<file path="config.mk">
export PLATFORM = sky130hd
export DESIGN_NAME = sc_mac_sequencer
export DESIGN_NICKNAME = d
export VERILOG_FILES = /design/src/rtl/sc_mac_sequencer.sv
export SDC_FILE = /design/constraint.sdc
export NUM_CORES = 1
export LEC_CHECK = 0
export CORE_ASPECT_RATIO = 0.9
export CORE_MARGIN = 2
export CORE_UTILIZATION = 44
export DETAILED_ROUTE_END_ITERATION = 16
export HOLD_SLACK_MARGIN = 0.15
export PLACE_DENSITY = 0.76
export SYNTH_ARGS = -nofsm -noshare
export SYNTH_HDL_FRONTEND = slang
export SYNTH_SLANG_ARGS = --single-unit
</file>
<file path="constraint.sdc">
create_clock -name clk -period 1.6 [get_ports clk]
set_input_delay 0.48 -clock clk [delete_from_list [all_inputs] [get_ports clk]]
set_output_delay 0.48 -clock clk [all_outputs]
set_load 0.1 [all_outputs]
</file>
<file path="src/rtl/sc_mac_sequencer.sv">
// sc_mac_sequencer: control sequencer for a stochastic-computing MAC.
// For each product term it strobes the operand registers (LOAD), then
// streams one full bitstream epoch of 2^CNT_WIDTH cycles (STREAM) while
// the accumulator integrates product bits, and finally pulses done.
// All outputs are registered and updated together with the state.
module sc_mac_sequencer #(
    parameter int CNT_WIDTH  = 7,
    parameter int TERM_WIDTH = 4
) (
    input  logic                  clk,
    input  logic                  rst,
    input  logic                  start,
    input  logic [TERM_WIDTH-1:0] num_terms,
    input  logic                  abort,
    output logic                  busy,
    output logic                  done,
    output logic                  load_op,
    output logic                  sn_en,
    output logic [CNT_WIDTH-1:0]  phase,
    output logic [TERM_WIDTH-1:0] term_idx,
    output logic                  acc_clr,
    output logic                  acc_en
);

    typedef enum logic [1:0] {
        IDLE   = 2'd0,
        LOAD   = 2'd1,
        STREAM = 2'd2,
        DONE   = 2'd3
    } state_t;

    localparam logic [CNT_WIDTH-1:0]  PHASE_MAX  = {CNT_WIDTH{1'b1}};
    localparam logic [CNT_WIDTH-1:0]  PHASE_ZERO = {CNT_WIDTH{1'b0}};
    localparam logic [CNT_WIDTH-1:0]  PHASE_ONE  = {{(CNT_WIDTH-1){1'b0}}, 1'b1};
    localparam logic [TERM_WIDTH-1:0] TERM_ZERO  = {TERM_WIDTH{1'b0}};
    localparam logic [TERM_WIDTH-1:0] TERM_ONE   = {{(TERM_WIDTH-1){1'b0}}, 1'b1};

    state_t                state_r;
    logic [TERM_WIDTH-1:0] count_r;
    logic                  last_term_s;

    // The captured count is never zero while streaming, so count_r-1 is the final index.
    assign last_term_s = (term_idx == (count_r - TERM_ONE));

    // Sequencer state machine with all control outputs registered alongside the state.
    always_ff @(posedge clk) begin
        if (rst || abort) begin
            // Reset and abort both return to a quiet IDLE; reset wins by sharing the same path.
            state_r  <= IDLE;
            count_r  <= TERM_ZERO;
            busy     <= 1'b0;
            done     <= 1'b0;
            load_op  <= 1'b0;
            sn_en    <= 1'b0;
            acc_en   <= 1'b0;
            acc_clr  <= 1'b0;
            phase    <= PHASE_ZERO;
            term_idx <= TERM_ZERO;
        end else begin
            // Single-cycle strobes default low and are raised only on the cycle they apply to.
            done    <= 1'b0;
            load_op <= 1'b0;
            acc_clr <= 1'b0;
            case (state_r)
                IDLE: begin
                    if (start) begin
                        busy     <= 1'b1;
                        acc_clr  <= 1'b1;
                        phase    <= PHASE_ZERO;
                        term_idx <= TERM_ZERO;
                        count_r  <= num_terms;
                        if (num_terms != TERM_ZERO) begin
                            state_r <= LOAD;
                            load_op <= 1'b1;
                        end else begin
                            state_r <= DONE;
                            done    <= 1'b1;
                        end
                    end else begin
                        busy <= 1'b0;
                    end
                end
                LOAD: begin
                    state_r <= STREAM;
                    sn_en   <= 1'b1;
                    acc_en  <= 1'b1;
                    phase   <= PHASE_ZERO;
                end
                STREAM: begin
                    if (phase == PHASE_MAX) begin
                        sn_en  <= 1'b0;
                        acc_en <= 1'b0;
                        phase  <= PHASE_ZERO;
                        if (last_term_s) begin
                            state_r <= DONE;
                            done    <= 1'b1;
                        end else begin
                            state_r  <= LOAD;
                            load_op  <= 1'b1;
                            term_idx <= term_idx + TERM_ONE;
                        end
                    end else begin
                        phase <= phase + PHASE_ONE;
                    end
                end
                DONE: begin
                    state_r  <= IDLE;
                    busy     <= 1'b0;
                    sn_en    <= 1'b0;
                    acc_en   <= 1'b0;
                    phase    <= PHASE_ZERO;
                    term_idx <= TERM_ZERO;
                end
                default: begin
                    state_r  <= IDLE;
                    busy     <= 1'b0;
                    sn_en    <= 1'b0;
                    acc_en   <= 1'b0;
                    phase    <= PHASE_ZERO;
                    term_idx <= TERM_ZERO;
                end
            endcase
        end
    end

endmodule

</file>
# After elaboration in Yosys (flattened, before gate mapping)
# Index checks and enable logic that the tools add are counted.
# word_totals
regBits,22
latch_bits,0
mem_bits_rw,0
rom_bits,0
in_bits,8
output_inout_bits,17
n_memories,0
# classes
addsub,3
n_mul,0
n_div,0
n_lt_le_gt_ge,0
eq_ne,8
shift,0
muxes,26
n_bitwise,1
reduce_logical,12
# ops
op,n
7-bit one-hot mux with 3 select lines,1
7-bit two-way mux,2
4-bit two-way mux,3
4-bit one-hot mux with 3 select lines,1
1-bit two-way mux,10
2-bit two-way mux,4
2-bit one-hot mux with 4 select lines,1
"7-bit by 1-bit adder with 7-bit output, second input constant",1
"7-bit equality test, second input constant",1
"2-bit inequality test, second input constant",3
1-bit one-hot mux with 2 select lines,3
2-bit AND reduction,3
3-bit nonzero test,2
"4-bit by 1-bit adder with 4-bit output, second input constant",1
"2-bit equality test, second input constant",2
4-bit equality test,1
4-bit AND reduction,1
4-bit nonzero test,1
2-bit OR reduction,2
"4-bit by 1-bit subtractor with 4-bit output, second input constant",1
1-bit one-hot mux with 3 select lines,1
"2-bit by 1-bit equality test with 1-bit output, second input constant",1
2-bit zero test,1
2-bit nonzero test,1
2 further kinds,2

# Longest topological paths before layout
# logic_depth
depth_word,5
depth_mapped,8
mapped_depth_nobuf,7

# Worst setup path after synthesis
# Ideal clock, no wire load.
# synth_timing
path_type,reg-to-reg
start,register phase[0]
end,register term_idx[3]
setup_ns,0.070
arrival_ns,2.439
setup_slack_ns,-0.910
stages_incl_launch_ff,7
path_buffers,0
path_cell_list,dfxtp_1 ha_1 nand4_1 o21ai_1 nand3b_1 or4_1 a21oi_1
# synth_between
elab_chain_cells,3
# synth_lines
element,line,source
start: declaration,19,"output logic [CNT_WIDTH-1:0] phase,"
start signal: assignment,103,phase <= phase + PHASE_ONE;
7-bit equality test,90,if (phase == PHASE_MAX) begin
2-bit inequality test (no source line),--,
4-bit AND reduction (no source line),--,
end signal: assignment,100,term_idx <= term_idx + TERM_ONE;
end: declaration,20,"output logic [TERM_WIDTH-1:0] term_idx,"
# Every way passes these cells.
# A chain may end at the register's enable or synchronous reset.

# Worst setup path after layout
# layout_timing
start,register count_r[1]
end,register term_idx[2]
# layout_between
elab_chain_cells,4
# layout_lines
element,line,source
start: declaration,39,logic [TERM_WIDTH-1:0] count_r;
start signal: assignment,71,count_r <= num_terms;
4-bit by 1-bit subtractor with 4-bit output,43,assign last_term_s = (term_idx == (count_r - TERM_ONE));
4-bit equality test,43,
2-bit inequality test (no source line),--,
4-bit AND reduction (no source line),--,
# Every way passes these cells.

==> impl_metrics.ini <==
[floorplanning]
core_um2 = 2450
die_w_um = 57.4
chipHeight_um = 52.1
row_count = 17
fp.dieArea_um2 = 2990
io_pins = 25
start_util_pct = 46.2

[logic_synthesis]
synth.area.top_cells = dfxtp_1, ha_1, a21oi_1, nor2_1, xor2_1
syn_inst = 133
synth-edff-count = 0
ys_async_sr_fraction_pct = 0
synth_nets = 148
ys.flop_type = dfxtp_1
yosysSeqAreaShare_pct = 38.9
synthTopCellsByCount = dfxtp_1, nor2_1, a21oi_1
synth.avg_cell_area_um2 = 8.50
ys_ff_latch = 22
synthDistinctLibCells = 35
synth_most_common_cell = dfxtp_1
netlist_area_um2 = 1130
synth_top_area_share_pct = 38.9
yosys.area.top_type = dfxtp_1
ys_warn_count = 0

[layout]
drive_gt1_share_pct = 44.1
n_antenna_cell = 0
nets = 196
finalInstanceArea_um2 = 1890
area_delta_synth_final_pct = 66.8

[setup_path]
setup.worst_path.start = count_r[1]
cpPeakStageDelay_ns = 0.48
r2r_setup_slack_ns = -0.12
cp_max_fo = 5
worstReg2RegStart = count_r[1]
crit_slowest_cell = or4_1
start_kind = register
critPathKind = register to register
arrival_ns = 1.96
critPathCaptureType = register
critical_path_required_ns = 1.84
cp_cell_sequence = inv_2 -> ha_4 -> xor2_1 -> nand3_2 -> o21ai_2 -> or4_1 -> a21oi_1

[run_status]
status = finished, violations left
violations = setup timing

[hold_path]
min_path_type = register to register
hold_start = count_r[3]

[timing]
fin_crit_ns = 1.72
slew-limit-headroom_pct = 71.5
fmax_ghz = 0.582
layout_setup_ws_ns = -0.119
whs_ns = 0.479
worstMarginPinSlew_ns = 0.422
drv_slew = 0
setup_viol = 4
rsz0062_at_grt = true
hold_viol = 0
fin_skew_ns = 0.00534
post-route-period-util_pct = 107

[pwr]
p_comb_share_pct = 23.9
p_leak_nw = 0.748
ir_drop_mv = 0.775
p_clk_share_pct = 23.1
swShare_pct = 29.1
switchingPower_mw = 0.303
seqPwrFrac_pct = 53.0
powerDensity_nw_per_um2 = 553
p_int_mw = 0.740

[clock_tree]
clk_latency_ns = 0.30
clkTransAtPathRegs_ns = 0.11
htree_levels = 1
cts.sinks = 22
numCtsBuffers = 3
clock-root-buffer = clkbuf_4
cts_tree = built
clock_path_buffers = 2

[grt]
grt-ovfl-total = 0
grt_pass1_wl_um = 4580
grtUsageTotal_pct = 20.1
antenna_found_initial = 0
grt_pass1_vias = 1015
grt_max_degree = 14

[placement]
port-buffer-count = 24
place_hpwl_um = 2170
gp_congestion = 0.845
dpl-instance-area_um2 = 1750

[drt]
initialDrtViolationCount = 32
wl_per_cell_um = 14.2
postRouteWirelength_um = 2940
post-route-drc-count = 0
vias = 1140
dr.pass1.iters = 4
ant_nets = 0
vias_per_cell = 5.51

[flow_run]
drv_cap = 0
## final timing paths
check	cells past startpoint	endpoint
max	7	term_idx[2]
min	2	count_r[3]
min reg2reg	2	count_r[3]
max reg2reg	7	term_idx[2]
## cell type report
| type | instances | area, µm² |
|---|---|---|
| Inverter | 5 | 18.8 |
| Tap cell | 28 | 35.0 |
| Multi-Input combinational cell | 100 | 723 |
| Timing Repair Buffer | 49 | 602 |
| Fill cell | 162 | 559 |
| Clock buffer | 3 | 22.5 |
| Sequential cell | 22 | 485 |
## per-layer routing
layer	up-vias	GRT usage [%]	routed length (µm)
met5	-	0	0
met1	530	27.0	1300
met4	0	2.71	47
li1	565	-	-
met2	39	32.4	1430
met3	6	6.47	158
## power by group through the flow
stage / registers, mW / clock network (mW) / logic (mW)
final: 0.553 / 0.241 / 0.249
after global routing: 0.555 / 0.275 / 0.267
after CTS: 0.553 / 0.246 / 0.238
after detailed placement: 0.566 / 0 / 0.228
after global placement: 0.566 / 0 / 0.222
after floorplan: 0.604 / 0 / 0.0917
## critical path: cells and delay by family (launching register included)
family	cells	cell delay [ns]
compound gates	2	0.22
xor+xnor	1	0.16
buf+inv	1	0.05
simple gates	2	0.64
fa+ha+maj	1	0.23
flops	1	0.35
## layout by cell type (no fill, tap or decap), types with 2 or more instances in the layout
master,instances
dfxtp_1,6
nand4_1,4
nand3b_1,2
nor3_4,2
clkbuf_4,3
nand2_1,11
xnor2_1,3
or4_1,2
o21ai_2,2
dfxtp_4,10
nor2_1,14
a22oi_1,2
buf_4,24
clkdlybuf4s50_1,7
a31oi_1,3
dfxtp_2,6
a21oi_1,13
inv_1,2
inv_2,3
xor2_1,5
nand3_1,6
o21ai_0,6
ha_1,5
buf_12,17
ha_4,2
## sequential cells by signal (all words and copies together), names as in the netlist
signal / flops
count_r: 4
load_op: 1
acc_clr: 1
busy: 1
done: 1
term_idx: 4
phase: 7
acc_en: 1
state_r: 2
## per-stage QoR
step,utilization (%),power (mW),instances,setup TNS (ns),setup slack [ns]
floorplan,-,0.696,133,-0.430,-0.250
global placement,71.7,0.787,199,-2.16,-0.321
detailed placement,71.7,0.794,199,-2.48,-0.351
CTS,75.0,1.04,206,-0.227,-0.103
global route,77.1,1.10,207,-0.671,-0.212
finish,77.1,1.04,207,-0.245,-0.119
## timing repair
action,4_1_cts,5_1_grt
setup endpoints to repair,7,8
resized for setup,7,12
hold buffers,0,0
cloned,0,0
setup buffers,4,1
pin swaps,7,8
## cell families after synthesis
kind of cell,synth area share (%)
and+or+nand+nor,25.9
AOI/OAI and AO/OA,13.6
DFF,38.9
buffers and inverters,4.20
xor gates and xnor gates,9.62
adders and majority gates,7.74
No activity file was read; power rests on OpenSTA's default activity.
==> variant 1 (config.mk and constraints unchanged) <==
Set the parameter `CNT_WIDTH` to 9 (it was 7).
--- a/src/rtl/sc_mac_sequencer.sv
+++ b/src/rtl/sc_mac_sequencer.sv
@@ -6,3 +6,3 @@
 module sc_mac_sequencer #(
-    parameter int CNT_WIDTH  = 7,
+    parameter int CNT_WIDTH  = 9,
     parameter int TERM_WIDTH = 4
Interface: changed (resized phase); port bits go from 25 to 27. No check against the original RTL was run, so the function may have changed too.
==> variant 1 against the original RTL <==
- power grew 19%
- clock power grew 58%
- largest power group unchanged
- sequential cell count up 2
- combinational power increased by 4%
- wire length rose by 38%
- worst setup slack lost 170 ps
- critical path type unchanged
- area after synthesis is 13% higher
- largest cell class unchanged
- cell area grew 16%
- count of clock-buffer cells in the layout grew 1
- the run still ends with setup timing left
==> variant 1: results (changes against the original RTL) <==
The transition at the pin with the smallest max-transition slack came out at 512 ps (+89.9 ps). The number of nets at the end of the flow is 225 (+15%). The post-synthesis area per instance was 8.48 um2 (-0.23%). Sorting the synthesized cells by how often they occur yields 24 x sky130_fd_sc_hd__dfxtp_1, 15 x sky130_fd_sc_hd__nor2_1, 14 x sky130_fd_sc_hd__nand2_1. The leakage power came to 0.000867 uW (+16%). The run finished, with violations left. The post-synth net total was 167 (+13%). The filler-free cell count of the finished design came to 248 (+20%). The number of cells traversed by the worst hold path is 2 (unchanged). The share of synthesized area occupied by flip-flops and latches is 0.375 (-0.0144). The fraction of synthesized cell area in xor and xnor cells is 0.0801 (-0.0162).

The count of cell types in the netlist is 39 (+11%). The total wirelength of the detailed-routed design is 4.05 mm (+38%). The met3 layer usage reported by global route came out at 0.0558 (-0.00886).

The first-pass GRT wire length came out at 6.27 mm (+37%). The worst vdd rail ir drop was 0.605 mV (-22%). The routability congestion estimate from global placement came out at 0.840 (-0.52%). The routing usage on met1 came out at 0.315 (+0.0455). The average vias per placed instance is 5.46 (-0.94%). The worst-case clock skew is 15.8 ps (+10.5 ps).

The synthesized-area fraction occupied by adder cells is 0.0781 (+0.000691). The via count of the first global-routing pass is 1315 (+30%). The post-CTS setup buffer count came out at 3 (-1). The post-detailed-placement half-perimeter wirelength came out at 2.87 mm (+32%).

The signal arrival time at the worst endpoint came out at 2160 ps (+200 ps). The final reports fail on setup timing. The number of instances in the placed design is 242 (+22%).

The maximum number of pins on one net before global-route repair came out at 15 (+1). In the synthesized netlist the dominant register cell turns out to be sky130_fd_sc_hd__dfxtp_1. The largest registers in the layout are phase: 9 flops, count_r: 4 flops, term_idx: 4 flops. The DRC marker count from the first detailed-route iteration is 112 (+250%). The pre-CTS worst setup slack came out at -595 ps (-244 ps). The share of post-route cells with drive strength above 1 is 0.457 (+0.0154). The clock slew seen by the registers of the worst setup and hold paths is 140 ps (+30 ps). The global-route usage over all layers came out at 0.261 (+0.0601). By area the synthesized netlist is led by sky130_fd_sc_hd__dfxtp_1 38%, sky130_fd_sc_hd__ha_1 7.8%, sky130_fd_sc_hd__a21oi_1 5.1%, sky130_fd_sc_hd__nor2_1 4.4%, sky130_fd_sc_hd__nand2_1 4.1%. The number of I/O port buffers is 26 (+8.3%). The worst-skew pair later-pin latency is 330 ps (+30 ps). The biggest fanout along the worst timing path is 8 (+3).

The multiplexer fraction of the synthesized cell area was 0.00781 (+0.00781). The number of flip-flops under the largest register name is 9 (+2). The fraction of the mapped netlist area in compound gates is 0.145 (+0.00847). The slack of the critical path came out at -293 ps (-174 ps). The number of setup violations in the final report came to 5 (+1). The number of gates resized after cts came out at 8 (+1).
[variant 1: cell types whose count changed in the layout (fill, tap and decap cells not counted), moves of 3 or more]
cell	delta
sky130_fd_sc_hd__o21ai_0	-3
sky130_fd_sc_hd__nand2_1	+3
sky130_fd_sc_hd__buf_4	+10
sky130_fd_sc_hd__nand3_1	+3
[variant 1: per-stage QoR]
| stage | hold slack (ps) | cell area (um2) |
|---|---|---|
| global placement | 465 | 2060 |
| detailed placement | 483 | 2060 |
| finish | 519 | 2180 |
| floorplan | 448 | 1360 |
| CTS | 504 | 2160 |
| global route | 541 | 2180 |
[variant 1: metal layers]
layer	vias up	wire, um
met5	-	0
met4	0	93
met3	10	278
met2	52	2110
met1	642	1580
li1	649	-
[variant 1: worst paths after layout]
path / from / to / slack [ps]
worst max-delay path: phase[0] / term_idx[1] / -290
worst min-delay path: count_r[2] / count_r[2] / 520
worst max register to register: phase[0] / term_idx[1] / -290
worst min register to register: count_r[2] / count_r[2] / 520
[variant 1: report_power, final]
group	switching, uW	internal, uW
sequential	9.85	593
combinational	148	111
clock	190	191
total	348	895
[variant 1: critical path, cell delays in order, from the launching register on]
cell and delay (ps):
sky130_fd_sc_hd__dfxtp_4 390, sky130_fd_sc_hd__ha_4 140, sky130_fd_sc_hd__nand3_2 60, sky130_fd_sc_hd__nor2_2 100, sky130_fd_sc_hd__ha_2 220, sky130_fd_sc_hd__nor2b_2 60
sky130_fd_sc_hd__or3_4 370, sky130_fd_sc_hd__or3_1 330, sky130_fd_sc_hd__o22ai_1 160
[variant 1: area by class of cell]
cell class                      count  area [um2]
Clock buffer                        4        47.5
Fill cell                         169         586
Inverter                            5        18.8
Timing Repair Buffer               61         717
Sequential cell                    24         524
Multi-Input combinational cell    114         827
Tap cell                           40        50.0
==> variant 2 (same settings) <==
Without the edit above. Encoding of `state_t`: now Gray code (2 bits for 4 states).
--- a/src/rtl/sc_mac_sequencer.sv
+++ b/src/rtl/sc_mac_sequencer.sv
@@ -25,6 +25,6 @@
     typedef enum logic [1:0] {
-        IDLE   = 2'd0,
-        LOAD   = 2'd1,
-        STREAM = 2'd2,
-        DONE   = 2'd3
+        IDLE   = 2'b00,
+        LOAD   = 2'b01,
+        STREAM = 2'b11,
+        DONE   = 2'b10
     } state_t;
Formal check against the unedited RTL: no difference found for any inputs over 10 cycles, from zero or initial values; not proved beyond that.
==> variant 2 against the original RTL <==
- the run ends with DRC, setup timing left
- count of clock-buffer cells in the layout did not move
- cell area rose by 16%
- synthesized cell count rose by 9.8%
- area after synthesis rose by 5.9%
- wire length rose by 59%
- sequential cell count did not move
- sequential share of layout area fell by 3.6 points
- global-route usage rose by 10 points
- power rose by 18%
- worst setup slack got worse by 36 ps
- worst hold slack improved by 42 ps
- largest cell class unchanged
- largest power group unchanged
==> variant 2: results (changes against the original RTL) <==
The total wirelength of the detailed-routed design was 4.68 mm (+59%). The cell area after placement was 1920 um2 (+9.6%). The delay of the slowest cell on the worst path came to 500 ps (+20 ps).

The number of nets at the end of the flow came out at 226 (+15%). The internal power component came out at 829 uW (+12%). The clock slew seen by the registers of the worst setup and hold paths is 130 ps (+20 ps). The biggest fanout along the worst timing path is 2 (-3). The worst-skew pair later-pin latency is 320 ps (+20 ps). The commonest cells after synthesis are 22 x sky130_fd_sc_hd__dfxtp_1, 17 x sky130_fd_sc_hd__nand2_1, 17 x sky130_fd_sc_hd__nor2_1. The number of antenna violations at the first check in global routing came out at 0 (unchanged).

The tree is rooted in a sky130_fd_sc_hd__clkbuf_4. The first-pass GRT wire length is 6.93 mm (+51%). The worst slew margin relative to its limit was 0.788 (+0.0725). The worst vdd rail ir drop is 0.463 mV (-40%). The antenna diode instance count is 0 (unchanged). The largest registers in the layout are phase: 7 flops, count_r: 4 flops, term_idx: 4 flops. The routability congestion estimate from global placement came out at 0.905 (+7.1%). The signal arrival time at the worst endpoint is 2020 ps (+60 ps).

The critical path starts at state_r[1]. The count of cell types in the netlist is 32 (-8.6%). The global-route usage over all layers was 0.303 (+0.101). The share of synthesized area occupied by flip-flops and latches came to 0.368 (-0.0216).

The worst-case clock skew is 9.32 ps (+3.98 ps). The detailed-route DRC error count came out at 1 (+1). The worst-path cell with the longest stage delay is sky130_fd_sc_hd__or4_4. The post-detailed-placement half-perimeter wirelength is 2.79 mm (+29%). The leakage power is 0.000863 uW (+15%). The pre-CTS worst setup slack is -556 ps (-205 ps). The slack of the critical path is -155 ps (-36.3 ps). The via count of the first global-routing pass came out at 1387 (+37%). The number of optimization iterations in the first detailed-route pass came out at 10 (+6). The buffer levels on the longest clock path came to 2 (unchanged). The startpoint of the lowest-slack hold path is count_r[3]. The DRC marker count from the first detailed-route iteration is 57 (+78%). The number of buffers created by CTS was 3 (unchanged).

The share of post-route cells with drive strength above 1 is 0.552 (+0.111). Ranked by total cell area, the synthesized netlist is headed by sky130_fd_sc_hd__dfxtp_1 37%, sky130_fd_sc_hd__ha_1 7.3%, sky130_fd_sc_hd__nand2_1 5.3%, sky130_fd_sc_hd__nor2_1 5.3%, sky130_fd_sc_hd__nand3_1 4.2%. The number of setup violations in the final report is 14 (+10). The type of the most critical hold path is reg2reg. The maximum number of pins on one net before global-route repair came out at 13 (-1). The number of I/O port buffers was 24 (unchanged).

The total of warnings raised by yosys is 0 (unchanged). The proportion of synthesized flip-flops having asynchronous set or reset came out at 0 (unchanged). The number of slew-limit violations in the final report came out at 0 (unchanged). The run finished, with violations left. Grouping stages by cell kind, the critical path spends the most delay in simple AND/OR/NAND/NOR gates. The average vias per placed instance was 5.95 (+8.0%).

The maximum level of the CTS H-tree is 1 (unchanged). The post-synth net total came to 161 (+8.8%). The checks that failed: DRC, setup timing.
==> variant 2: final cells by class <==
| cell class | instances | area (um2) |
|---|---|---|
| clock buffer | 3 | 22.5 |
| clock inverter | 1 | 3.75 |
| fill | 112 | 314 |
| inverter | 6 | 22.5 |
| multi-input combinational | 111 | 875 |
| sequential | 22 | 487 |
| tap | 28 | 35.0 |
| timing repair buffer | 67 | 751 |
==> variant 2: final timing paths <==
check                                    to  slack, ps  cells past startpoint
worst max-delay path            term_idx[0]       -160                      6
worst min-delay path             count_r[3]        520                      2
worst max register to register  term_idx[0]       -160                      6
worst min register to register   count_r[3]        520                      2
==> variant 2: routing by layer <==
| layer | GRT usage | vias to the layer above | routed length, um |
|---|---|---|---|
| li1 | - | 644 | - |
| met1 | 0.356 | 685 | 1910 |
| met2 | 0.530 | 72 | 2360 |
| met3 | 0.0709 | 15 | 305 |
| met4 | 0.117 | 0 | 101 |
| met5 | 0 | - | 0 |
==> variant 2: what timing repair did <==
item	4_1_cts	5_1_grt
endpoints found under the setup margin	13	15
pin swaps	10	9
buffers inserted	6	4
resized for setup	33	12
hold endpoints to repair	0	0
==> variant 2: power by group through the flow <==
stage | registers [uW] | logic [uW] | clock network (uW)
after floorplan | 618 | 133 | 0
after detailed placement | 573 | 327 | 0
after CTS | 562 | 366 | 267
after global placement | 572 | 318 | 0
after global routing | 564 | 422 | 292
final | 562 | 403 | 271
==> variant 2: worst reg2reg max path: stages, from the launching register on <==
cell	delay, ps
sky130_fd_sc_hd__dfxtp_2	370
sky130_fd_sc_hd__buf_4	110
sky130_fd_sc_hd__ha_2	180
sky130_fd_sc_hd__nand3_1	130
sky130_fd_sc_hd__or4_4	500
sky130_fd_sc_hd__mux2_4	290
sky130_fd_sc_hd__a21oi_2	120
==> variant 2: logic make-up (layout without fill, tap and decap cells) <==
family,after synthesis,after routing,synth area share
buffers and inverters,13,77,0.0502
muxes,1,1,0.00940
adders and majority gates,7,7,0.0731
and+or+nand+nor,65,65,0.272
DFF,22,22,0.368
xor gates and xnor gates,10,10,0.0846
AOI/OAI and AO/OA,28,28,0.143
==> variant 2: per-stage QoR <==
stage	power [uW]	TNS, ps	cells	hold WS [ps]
floorplan	752	-874	146	449
global placement	891	-5210	224	455
detailed placement	900	-6190	224	474
CTS	1200	-697	234	494
global route	1280	-2260	238	521
finish	1240	-985	238	521
